**config.mk**
```make
export PLATFORM = sky130hd
export DESIGN_NAME = serial_subtractor_flat
export DESIGN_NICKNAME = d
export VERILOG_FILES = /design/src/rtl/serial_subtractor_if.sv /design/src/rtl/serial_subtractor.sv /design/src/flat_wrapper.sv
export SDC_FILE = /design/constraint.sdc
export NUM_CORES = 1
export LEC_CHECK = 0
export ABC_AREA = 1
export ABC_CLOCK_PERIOD_IN_PS = 1500
export CELL_PAD_IN_SITES_DETAIL_PLACEMENT = 1
export CELL_PAD_IN_SITES_GLOBAL_PLACEMENT = 2
export CORE_MARGIN = 5
export CORE_UTILIZATION = 29
export CTS_CLUSTER_SIZE = 40
export DETAILED_ROUTE_END_ITERATION = 8
export GPL_TIMING_DRIVEN = 0
export PLACE_DENSITY_LB_ADDON = 0.1
export SLEW_MARGIN = 20
export SYNTH_ARGS = -nofsm -noshare
export SYNTH_HDL_FRONTEND = slang
export SYNTH_SLANG_ARGS = --single-unit
```
**constraint.sdc**
```tcl
create_clock -name clk -period 1.5 [get_ports clk]
set_clock_uncertainty 0.05 [all_clocks]
set_input_delay 0.45 -clock clk [delete_from_list [all_inputs] [get_ports clk]]
set_output_delay 0.45 -clock clk [all_outputs]
set_load 0.01 [all_outputs]
```
**src/rtl/serial_subtractor_if.sv**
```systemverilog
// serial_subtractor_if -- operand/result bundle for the bit-serial subtractor.
//   start        : request, honoured only when the block is not busy
//   A, B, Bin    : minuend, subtrahend, borrow-in (captured on accepted start)
//   busy         : bits are being processed
//   done         : one-cycle pulse, D/Bout valid from here on
//   D, Bout      : difference and final borrow-out, held until next done
//   ovf          : two's-complement overflow, present only with
//                  SERIAL_SUBTRACTOR_SIGNED_OVF_EN defined
// modport master: requester side; modport slave: subtractor side.
interface serial_subtractor_if #(
  parameter int WIDTH = 8
);
  logic             start;
  logic [WIDTH-1:0] A;
  logic [WIDTH-1:0] B;
  logic             Bin;
  logic             busy;
  logic             done;
  logic [WIDTH-1:0] D;
  logic             Bout;
`ifdef SERIAL_SUBTRACTOR_SIGNED_OVF_EN
  logic             ovf;

  modport master (output start, A, B, Bin, input busy, done, D, Bout, ovf);
  modport slave  (input start, A, B, Bin, output busy, done, D, Bout, ovf);
`else
  modport master (output start, A, B, Bin, input busy, done, D, Bout);
  modport slave  (input start, A, B, Bin, output busy, done, D, Bout);
`endif
endinterface

```
**src/rtl/serial_subtractor.sv**
```systemverilog
// serial_subtractor -- bit-serial WIDTH-bit subtractor, D = A - B - Bin.
// One full-subtractor cell and one borrow flop process a bit per clock,
// LSB first. Operands load in parallel on an accepted start, the result is
// presented in parallel with a one-cycle done pulse.
//   clk   : rising-edge clock
//   rst_n : synchronous active-low reset
//   bus   : serial_subtractor_if.slave (start/A/B/Bin in, busy/done/D/Bout out)
// Optional: define SERIAL_SUBTRACTOR_SIGNED_OVF_EN to add the ovf output
// (two's-complement overflow of the whole subtraction).

// Full-subtractor cell: d = a - b - bi, bo = borrow out.
module serial_subtractor_fs (
  input  logic a,
  input  logic b,
  input  logic bi,
  output logic d,
  output logic bo
);
  assign d  = a ^ b ^ bi;
  assign bo = (~a & b) | (~(a ^ b) & bi);
endmodule

module serial_subtractor #(
  parameter int WIDTH = 8
) (
  input  logic                clk,
  input  logic                rst_n,
  serial_subtractor_if.slave  bus
);
  localparam int CNT_W = $clog2(WIDTH);

  typedef enum logic [1:0] {
    IDLE  = 2'd0,
    SHIFT = 2'd1,
    DONE  = 2'd2
  } state_t;

  state_t           state, state_nxt;
  logic [WIDTH-1:0] a_sr, b_sr, r_sr;
  logic [CNT_W-1:0] cnt;
  logic             brw;
  logic [WIDTH-1:0] d_q;
  logic             bout_q;

  logic             load, step, last;
  logic             d0, bo;

  assign last = (cnt == CNT_W'(WIDTH - 1));

  serial_subtractor_fs u_fs (
    .a  (a_sr[0]),
    .b  (b_sr[0]),
    .bi (brw),
    .d  (d0),
    .bo (bo)
  );

  always_ff @(posedge clk) begin
    if (!rst_n) state <= IDLE;
    else        state <= state_nxt;
  end

  // DONE accepts a new start exactly like IDLE so operations can run
  // back-to-back with no dead cycle.
  always_comb begin
    state_nxt = state;
    load      = 1'b0;
    step      = 1'b0;
    case (state)
      IDLE: begin
        if (bus.start) begin
          load      = 1'b1;
          state_nxt = SHIFT;
        end
      end
      SHIFT: begin
        step = 1'b1;
        if (last) state_nxt = DONE;
      end
      DONE: begin
        if (bus.start) begin
          load      = 1'b1;
          state_nxt = SHIFT;
        end else begin
          state_nxt = IDLE;
        end
      end
      default: state_nxt = IDLE;
    endcase
  end

  // Datapath. D/Bout live in their own registers so the next operation
  // can shift without disturbing the previously returned result.
  always_ff @(posedge clk) begin
    if (!rst_n) begin
      a_sr   <= '0;
      b_sr   <= '0;
      r_sr   <= '0;
      cnt    <= '0;
      brw    <= 1'b0;
      d_q    <= '0;
      bout_q <= 1'b0;
    end else if (load) begin
      a_sr <= bus.A;
      b_sr <= bus.B;
      brw  <= bus.Bin;
      cnt  <= '0;
    end else if (step) begin
      a_sr <= {1'b0, a_sr[WIDTH-1:1]};
      b_sr <= {1'b0, b_sr[WIDTH-1:1]};
      r_sr <= {d0, r_sr[WIDTH-1:1]};
      brw  <= bo;
      cnt  <= cnt + CNT_W'(1);
      if (last) begin
        d_q    <= {d0, r_sr[WIDTH-1:1]};
        bout_q <= bo;
      end
    end
  end

`ifdef SERIAL_SUBTRACTOR_SIGNED_OVF_EN
  // On the MSB step brw is the borrow into the sign bit and bo the borrow
  // out of it; they differ exactly when the signed result overflows.
  logic ovf_q;

  always_ff @(posedge clk) begin
    if (!rst_n)            ovf_q <= 1'b0;
    else if (step && last) ovf_q <= brw ^ bo;
  end

  assign bus.ovf = ovf_q;
`endif

  assign bus.busy = (state == SHIFT);
  assign bus.done = (state == DONE);
  assign bus.D    = d_q;
  assign bus.Bout = bout_q;
endmodule
```
**src/flat_wrapper.sv**
```systemverilog
// flat-port wrapper written by rule: the top's interface ports become plain ports
module serial_subtractor_flat 
#(
  parameter int WIDTH = 8
)
  (clk, rst_n, bus_start, bus_A, bus_B, bus_Bin, bus_busy, bus_done, bus_D, bus_Bout);
  serial_subtractor_if #(.WIDTH(WIDTH)) bus_i ();
  input  logic clk;
  input  logic rst_n;
  input wire logic [$bits(bus_i.start)-1:0] bus_start;
  input wire logic [$bits(bus_i.A)-1:0] bus_A;
  input wire logic [$bits(bus_i.B)-1:0] bus_B;
  input wire logic [$bits(bus_i.Bin)-1:0] bus_Bin;
  output wire logic [$bits(bus_i.busy)-1:0] bus_busy;
  output wire logic [$bits(bus_i.done)-1:0] bus_done;
  output wire logic [$bits(bus_i.D)-1:0] bus_D;
  output wire logic [$bits(bus_i.Bout)-1:0] bus_Bout;
  assign bus_i.start = bus_start;
  assign bus_i.A = bus_A;
  assign bus_i.B = bus_B;
  assign bus_i.Bin = bus_Bin;
  assign bus_busy = bus_i.busy;
  assign bus_done = bus_i.done;
  assign bus_D = bus_i.D;
  assign bus_Bout = bus_i.Bout;
  serial_subtractor #(.WIDTH(WIDTH)) u_core (.clk(clk), .rst_n(rst_n), .bus(bus_i));
endmodule
```
### Yosys cells after proc, flatten, opt, wreduce, memory -nomap -nowiden

Cells that the tools add are included.

* output and inout port bits: 11
* word-level logic and storage cells: 43
* register bits after elaboration: 39
* input bits: 20

* add/sub/neg operators: 1
* equality and inequality tests: 5
* mux-type cells: 13
* bitwise logic cells: 9
* reduce and logical (&&, ||, !) cells: 7

Operators by type and width (count)
* $mux 8: 4
* $mux 1: 6
* $pmux 2 s3: 1
* $mux 2: 2
* $not 1->1: 4
* $reduce_and 2->1: 2
* $reduce_or 2->1: 2
* $add 3x1->3 const B: 1
* $eq 3x3->1 const B: 1
* $reduce_and 3->1: 1
* $and 1x1->1: 2
* $eq 2x1->1 const B: 1
* $eq 2x2->1 const B: 1
* $logic_not 2->1: 1
* $ne 2x1->1 const B: 1
* $ne 2x2->1 const B: 1
* $reduce_bool 2->1: 1
* $xor 1x1->1: 2
* $or 1x1->1: 1

### Logic depth before layout (Yosys ltp)

Gate-level depths: netlist of the first run.

* word-level depth: 6
* depth in mapped cells: 8
* gate-level depth less buffers: 7

### Cells and area by module

Synthesis of the first run repeated with hierarchy kept, for this count alone.

* cells, all modules: 234
* area total of the unflattened synthesis: 1750.4 µm²

By module, submodules not included
* serial_subtractor: instances 1, cells each 230, seq. area each 760.7 µm², area each 1719.1 µm²
* serial_subtractor_fs: instances 1, cells each 4, seq. area each 0.0 µm², area each 31.3 µm²

### Worst setup path after synthesis of the first run

No wires, ideal clock.

* path kind: register -> output
* start: register u_core.state[1]
* end: output bus_done
* data required time: 1.000 ns
* path buffers: 1
* slack: 0.215 ns
* cell stages (with the launch flop): 4
* data arrival time: 0.785 ns
* cells stage by stage: dfxtp_1 > inv_2 > buf_2 > nor2_1

* word-level cells in the longest chain between the ends: 1

RTL lines
* start: declaration: RTL line serial_subtractor.sv:38 `state_t state, state_nxt;`
* start signal: assignment: RTL line serial_subtractor.sv:60 `else state <= state_nxt;`
* $eq 2x2->1: RTL line serial_subtractor.sv:135 `assign bus.done = (state == DONE);`
* end: declaration: RTL line flat_wrapper.sv:15 `output wire logic [$bits(bus_i.done)-1:0] bus_done;`

No other way between the ends.

### Final worst setup path of the first run

* start: register u_core.state[0]
* end: output bus_done

The elaborated chain is that of the path after synthesis.

==> results of run 1 <==
[power by group through the flow]
stage	logic, uW	clock network, uW	registers [uW]
2_1_floorplan	195	0	1110
3_3_place_gp	307	0	1110
3_5_place_dp	309	0	1110
4_1_cts	337	754	1090
5_1_grt	380	799	1100
6_report	334	729	1090
[cell type report]
class | count | area (um^2) | share of cell area
multi-input cells | 148 | 741 | 0.337
clock buffers | 7 | 86.3 | 0.0393
inverters | 25 | 101 | 0.0461
flip-flops and latches | 38 | 763 | 0.347
clock inverters | 1 | 5.00 | 0.00228
plain buffers | 13 | 91.3 | 0.0415
well taps | 72 | 90.1 | 0.0410
repair buffers | 35 | 320 | 0.146
[state kept, by name, summed over array words and instances (netlist names)]
register,flops
u_core.b_sr,8
u_core.brw,1
u_core.state,2
u_core.cnt,3
u_core.bus.Bout,1
u_core.r_sr,7
u_core.bus.D,8
u_core.a_sr,8
[logic make-up after synthesis]
family,after synthesis,share of synthesized area
compound gates,37,0.121
xor+xnor,1,0.00525
fa+ha+maj,3,0.0270
buf+inv,39,0.102
flops,38,0.456
simple gates,107,0.289
[synth_stat cells, drive strengths merged]
cell,number,area [um^2]
buf,10,61.3
dfxtp,38,761
nand3,48,240
nand2,28,110
xor2,1,8.76
a21oi,21,105
inv,25,93.8
nor2,31,131
o21ai,9,45.0
clkbuf,4,15.0
fa,1,20.0
o21bai,7,52.6
ha,2,25.0
[worst max-delay path: stages (launching register included)]
cell and delay [ps]:
dfxtp_2 320, buf_6 120, buf_8 110, nor2_1 70
buf_2 130
[how the worst min path moves through the flow]
stage / from / end / slack (ps) / cells after the start
after detailed placement: u_core.r_sr[3]$_SDFFE_PN0P_ / u_core.r_sr[3]$_SDFFE_PN0P_ / 410 / 2
after global routing: u_core.r_sr[5]$_SDFFE_PN0P_ / u_core.r_sr[5]$_SDFFE_PN0P_ / 440 / 2
after floorplan: u_core.r_sr[3]$_SDFFE_PN0P_ / u_core.r_sr[3]$_SDFFE_PN0P_ / 390 / 2
after CTS: u_core.r_sr[3]$_SDFFE_PN0P_ / u_core.r_sr[3]$_SDFFE_PN0P_ / 420 / 2
final: u_core.r_sr[3]$_SDFFE_PN0P_ / u_core.r_sr[3]$_SDFFE_PN0P_ / 420 / 2
after global placement: u_core.r_sr[3]$_SDFFE_PN0P_ / u_core.r_sr[3]$_SDFFE_PN0P_ / 410 / 2
[metrics by stage]
stage / hold WS [ps] / cells / power (uW) / setup WS (ps)
after CTS: 419 / 337 / 2180 / -78.2
final: 417 / 339 / 2150 / -47.6
after global placement: 410 / 326 / 1420 / -425
after detailed placement: 408 / 326 / 1420 / -443
after floorplan: 386 / 225 / 1300 / 215
after global routing: 444 / 339 / 2280 / -88.5
[what timing repair did]
item,CTS,global route
gates resized for setup,29,5
pin swaps,2,2
buffers inserted,4,2
endpoints found under the setup margin,30,9
[routing by layer]
| metal | vias up | share of wire |
|---|---|---|
| li1 | 809 | - |
| met2 | 29 | 0.44 |
| met4 | 0 | 0.012 |
| met1 | 729 | 0.50 |
| met5 | - | 0 |
| met3 | 6 | 0.049 |
==> impl_metrics.env, run 1 <==
export IMPL_outcome="finished, violations left"
export IMPL_violations="setup timing"
export IMPL_syn2layout_area_growth_pct=31.7
export IMPL_clock_latency_ps=290
export IMPL_ant_nets=0
export IMPL_row_count=27
export IMPL_antenna_found_initial=0
export IMPL_sw_frac_of_total=0.262
export IMPL_r2r_slack_ps=100
export IMPL_yosysSeqAreaShare=0.456
export IMPL_gp_congestion=0.740
export IMPL_setup_tns_final_ps=-72.0
export IMPL_cp_end_kind="output pin"
export IMPL_grt_first_pass_wirelength_um=7720
export IMPL_firstDrtPassIters=4
export IMPL_period_minus_slack_ps=1550
export IMPL_top_usage_layer="met2"
export IMPL_track_usage=0.132
export IMPL_worst_slew_margin_rel=0.809
export IMPL_design_area_mm2=0.00220
export IMPL_p_sw_uw=565
export IMPL_grt_setup_unrepaired="yes"
export IMPL_syn_cell_area_mm2=0.00167
export IMPL_rr_worst_depth=8
export IMPL_final_common_cell="nand3_1"
export IMPL_fillers=704
export IMPL_io_buffers=29
export IMPL_avgSynthCellArea_um2=7.42
export IMPL_grt_util_met1=0.175
export IMPL_cts_buffer_depth=2
export IMPL_worstPathMaxFanout=4
export IMPL_slew_violations=0
export IMPL_finalNetCount=289
export IMPL_start_util=0.301
export IMPL_drt_total_wl_um=4450
export IMPL_setup_slack_ps=-47.6
export IMPL_startpoint="u_core.state[0]$_SDFFE_PN0P_"
export IMPL_die_w_um=85.9
export IMPL_final_core_util=0.397
export IMPL_synth_distinct_cells=18
export IMPL_syn_inst=225
export IMPL_fmax_mhz=646
export IMPL_ctsHoldBuffers=0
export IMPL_start_kind="register"
export IMPL_global_route_overflow_total=0
export IMPL_critPathRequiredTime_ps=1000
export IMPL_setup_violations=2
export IMPL_drive_gt1_frac=0.135
export IMPL_final_cell_mix="nand3_1 (48), dfxtp_1 (36), nor2_1 (28)"
export IMPL_ys_warnings_count=0
export IMPL_arrival_ps=1050
export IMPL_htreeDepth=2
export IMPL_vias=1573
export IMPL_peakVddDrop_mv=0.289
export IMPL_rr_endpoint="u_core.bus.D[4]$_SDFFE_PN0P_"
export IMPL_grtUsageMet3=0.0336
export IMPL_p_leak_uw=0.00103
export IMPL_cts_made_buffers=5
export IMPL_dieArea_mm2=0.00737
export IMPL_crit_end="bus_done"
export IMPL_use_met2=0.210
export IMPL_combPwrFrac=0.155
export IMPL_via_per_inst=4.64
export IMPL_cts_sinks=38
export IMPL_synth_seq_cells=38
export IMPL_syn_nets=248
export IMPL_max_cap_viol_count=0
export IMPL_power_internal_uw=1590
export IMPL_drtIter0Drc=54
export IMPL_p_clk_frac=0.338
export IMPL_tritoncts="done"
export IMPL_clk_pin_slew_worst_paths_ps=80
export IMPL_die_h_um=85.9
export IMPL_hpwlAfterDp_um=3160
export IMPL_io_pins=31
export IMPL_holdCritPathClass="reg2reg"
export IMPL_p_seq_frac=0.506
export IMPL_hold_viol=0
export IMPL_path_class="reg2out"
export IMPL_diodes=0
export IMPL_grt_pass1_vias=1602
export IMPL_drc=0
export IMPL_postPlaceCellArea_mm2=0.00205
export IMPL_core_area_mm2=0.00554
export IMPL_r2r_start="u_core.state[0]$_SDFFE_PN0P_"
export IMPL_wire_per_inst_um=13.1
export IMPL_cts_root_buf="clkbuf_8"
export IMPL_worstMarginPinSlew_ps=286
export IMPL_fin_crit_sh=1.03
export IMPL_power_density_mw_per_mm2=979
export IMPL_grt_max_degree=18
(Power assumes the default switching activity.)
==> inputs of run 2 (changes only) <==
SYNTH_HIERARCHICAL = 1   (was default)
==> run 2 against run 1 <==
Against the previous run: the run now ends clean; die area is 4.3% higher; hold slack improved by 3.9 ps; via count fell by 1.7%; clock power increased by 1%; core utilization is 0.61 points lower; non-clock buffer count fell by 2; maximum frequency up 3.5%; sequential share of layout area shrank 1.5 points; critical endpoint is now bus_busy; largest cell class unchanged.
==> impl_metrics.env, run 2 <==
export IMPL_outcome="completed"
export IMPL_cts_sinks=38
export IMPL_cts_buffer_depth=2
export IMPL_grt_max_degree=13
export IMPL_worstSetupPathDepth=4
export IMPL_startpoint="u_core/state[0]$_SDFFE_PN0P_"
export IMPL_dieArea_mm2=0.00769
export IMPL_track_usage=0.125
export IMPL_clk_pin_slew_worst_paths_ps=80
export IMPL_setup_violations=0
export IMPL_gp_congestion=0.742
export IMPL_fmax_mhz=669
export IMPL_cp_cell_sequence="buf_6 -> nand2_8 -> clkinv_8 -> buf_6"
export IMPL_synth_adder_area_share=0.0257
export IMPL_clock_latency_ps=290
export IMPL_crit_end="bus_busy"
export IMPL_yosys_top_cells_count="nor2_1 (41), dfxtp_1 (38), nand2_1 (38)"
export IMPL_antenna_found_initial=0
export IMPL_path_buf_inv=3
export IMPL_tritoncts="done"
export IMPL_io_buffers=29
export IMPL_ys_top_cells_by_area="dfxtp_1 (43%), nor2_1 (8.8%), nand2_1 (8.1%), inv_1 (6.6%), o21ai_0 (6.0%)"
export IMPL_row_count=28
export IMPL_wire_per_inst_um=12.1
export IMPL_cts_made_buffers=5
export IMPL_grt_setup_unrepaired="yes"
export IMPL_ant_nets=0
export IMPL_peakVddDrop_mv=0.315
export IMPL_p_leak_uw=0.00111
export IMPL_die_h_um=87.7
export IMPL_drive_gt1_frac=0.165
export IMPL_finalNetCount=301
export IMPL_hold_viol=0
export IMPL_grt_pass1_vias=1592
export IMPL_syn_inst=234
export IMPL_path_class="reg2out"
export IMPL_hold_ws_ps=421
export IMPL_r2r_slack_ps=160
export IMPL_die_w_um=87.7
export IMPL_global_route_overflow_total=0
export IMPL_place_inst=338
export IMPL_ctsHoldBuffers=0
export IMPL_r2r_start="u_core/cnt[0]$_SDFFE_PP0P_"
export IMPL_synth_flop_cell="dfxtp_1"
export IMPL_yosys_area_top_type="dfxtp_1"
export IMPL_vias=1547
export IMPL_cp_end_kind="output pin"
export IMPL_drt_total_wl_um=4280
export IMPL_firstDrtPassIters=4
export IMPL_diodes=0
export IMPL_grt_first_pass_wirelength_um=7440
export IMPL_design_area_mm2=0.00230
export IMPL_holdCritPathClass="reg2reg"
export IMPL_final_common_cell="nor2_1"
export IMPL_async_flop_share=0
export IMPL_worstMarginPinSlew_ps=404
export IMPL_final_core_util=0.391
export IMPL_cp_top_family="flip-flops"
export IMPL_crit_top_cell="buf_6"
export IMPL_stdcell_count=354
export IMPL_slew_violations=0
export IMPL_synth_distinct_cells=25
export IMPL_yosysSeqAreaShare=0.435
export IMPL_worst_slew_margin_rel=0.730
export IMPL_syn2layout_area_growth_pct=31.4
export IMPL_core_area_mm2=0.00589
export IMPL_htreeDepth=2
export IMPL_yosysMostFrequentCell="nor2_1"
export IMPL_rr_endpoint="u_core/bus.D[3]$_SDFFE_PN0P_"
export IMPL_via_per_inst=4.37
export IMPL_io_pins=31
export IMPL_rr_worst_depth=7
export IMPL_synth_seq_cells=38
export IMPL_fin_crit_sh=0.997
export IMPL_yosys_area_share_simple=0.284
export IMPL_syn_nets=257
export IMPL_drc=0
export IMPL_synth_xor_area_frac=0.00500
export IMPL_hpwlAfterDp_um=3160
export IMPL_final_cell_mix="nor2_1 (40), nand2_1 (38), dfxtp_1 (36)"
export IMPL_max_cap_viol_count=0
export IMPL_cts_root_buf="clkbuf_8"
export IMPL_power_total_uw=2230
export IMPL_hp_start="u_core/a_sr[7]$_SDFFE_PN0P_"
export IMPL_ys_warnings_count=6
export IMPL_arrival_ps=1000
export IMPL_start_kind="register"
export IMPL_postPlaceCellArea_mm2=0.00213
export IMPL_power_density_mw_per_mm2=970
export IMPL_synth_top_area_frac=0.435
export IMPL_drtIter0Drc=34
export IMPL_syn_cell_area_mm2=0.00175
export IMPL_synthMuxAreaShare=0
export IMPL_critPathRequiredTime_ps=1000
export IMPL_slowest_delay_ps=320
export IMPL_fillers=756
export IMPL_period_minus_slack_ps=1500
export IMPL_synth_edf_count=0
export IMPL_start_util=0.297
export IMPL_avgSynthCellArea_um2=7.48
export IMPL_synth_top_family_by_area="simple AND/OR/NAND/NOR gates"
export IMPL_worstPathMaxFanout=10
export IMPL_synth_compound_area_share=0.114
export IMPL_critPathSlowestCell="dfxtp_2"
## run 2: worst register-to-register path, delay by kind of cell (launching register included)
kind,cells,cell delay (ps)
AOI/OAI and AO/OA,1,80
and+or+nand+nor,2,170
adders and majority gates,2,390
DFF,1,330
buffers and inverters,2,260
## run 2: how the worst min path moves through the flow
stage                              endpoint  slack [ps]  cells after the start
2_1_floorplan  u_core/bus.D[1]$_SDFFE_PN0P_         380                      2
3_3_place_gp    u_core/a_sr[7]$_SDFFE_PN0P_         400                      2
3_5_place_dp    u_core/a_sr[7]$_SDFFE_PN0P_         420                      2
4_1_cts         u_core/a_sr[7]$_SDFFE_PN0P_         420                      2
5_1_grt        u_core/bus.D[2]$_SDFFE_PN0P_         450                      2
6_report        u_core/a_sr[7]$_SDFFE_PN0P_         420                      2
## run 2: layout make-up
type | count | area [um^2] | area share
Multi-Input combinational cell | 149 | 759 | 0.330
Inverter | 38 | 160 | 0.0696
Clock inverter | 2 | 12.5 | 0.00544
Clock buffer | 6 | 82.6 | 0.0359
Tap cell | 75 | 93.8 | 0.0408
Timing Repair Buffer | 38 | 355 | 0.155
Buffer | 8 | 72.6 | 0.0316
Sequential cell | 38 | 763 | 0.332
## run 2: cell families (layout without fill, tap and decap cells)
family	count (synthesis)	after routing
AO/OA/AOI/OAI	40	40
AND/OR/NAND/NOR	105	105
flip-flops	38	38
buffers and inverters	47	92
adder cells (fa/ha/maj)	3	3
XOR/XNOR	1	1
## run 2: layer usage
layer | global-route usage | share of wire
met5 | 0 | 0
met4 | 0.0418 | 0.015
met3 | 0.0320 | 0.045
met2 | 0.215 | 0.48
met1 | 0.151 | 0.46
## run 2: metrics by stage
| stage | setup TNS [ps] | setup WS, ps |
|---|---|---|
| after CTS | -121 | -90.6 |
| final | 0 | 4.46 |
| after detailed placement | -5220 | -367 |
| after global placement | -5150 | -363 |
| after floorplan | 0 | 259 |
| after global routing | -66.4 | -38.7 |
## run 2: report_power, final
| group | internal (uW) | switching, uW | total, uW | leakage [uW] |
|---|---|---|---|---|
| logic | 175 | 214 | 389 | 0.000753 |
| clock network | 370 | 367 | 737 | 0.0000472 |
| registers | 1070 | 32.9 | 1110 | 0.000312 |
## run 2: repair_timing
action,4_1_cts,5_1_grt
pin swaps,2,1
gates cloned,0,0
resized for setup,22,7
endpoints found under the setup margin,11,15
buffers inserted,4,5
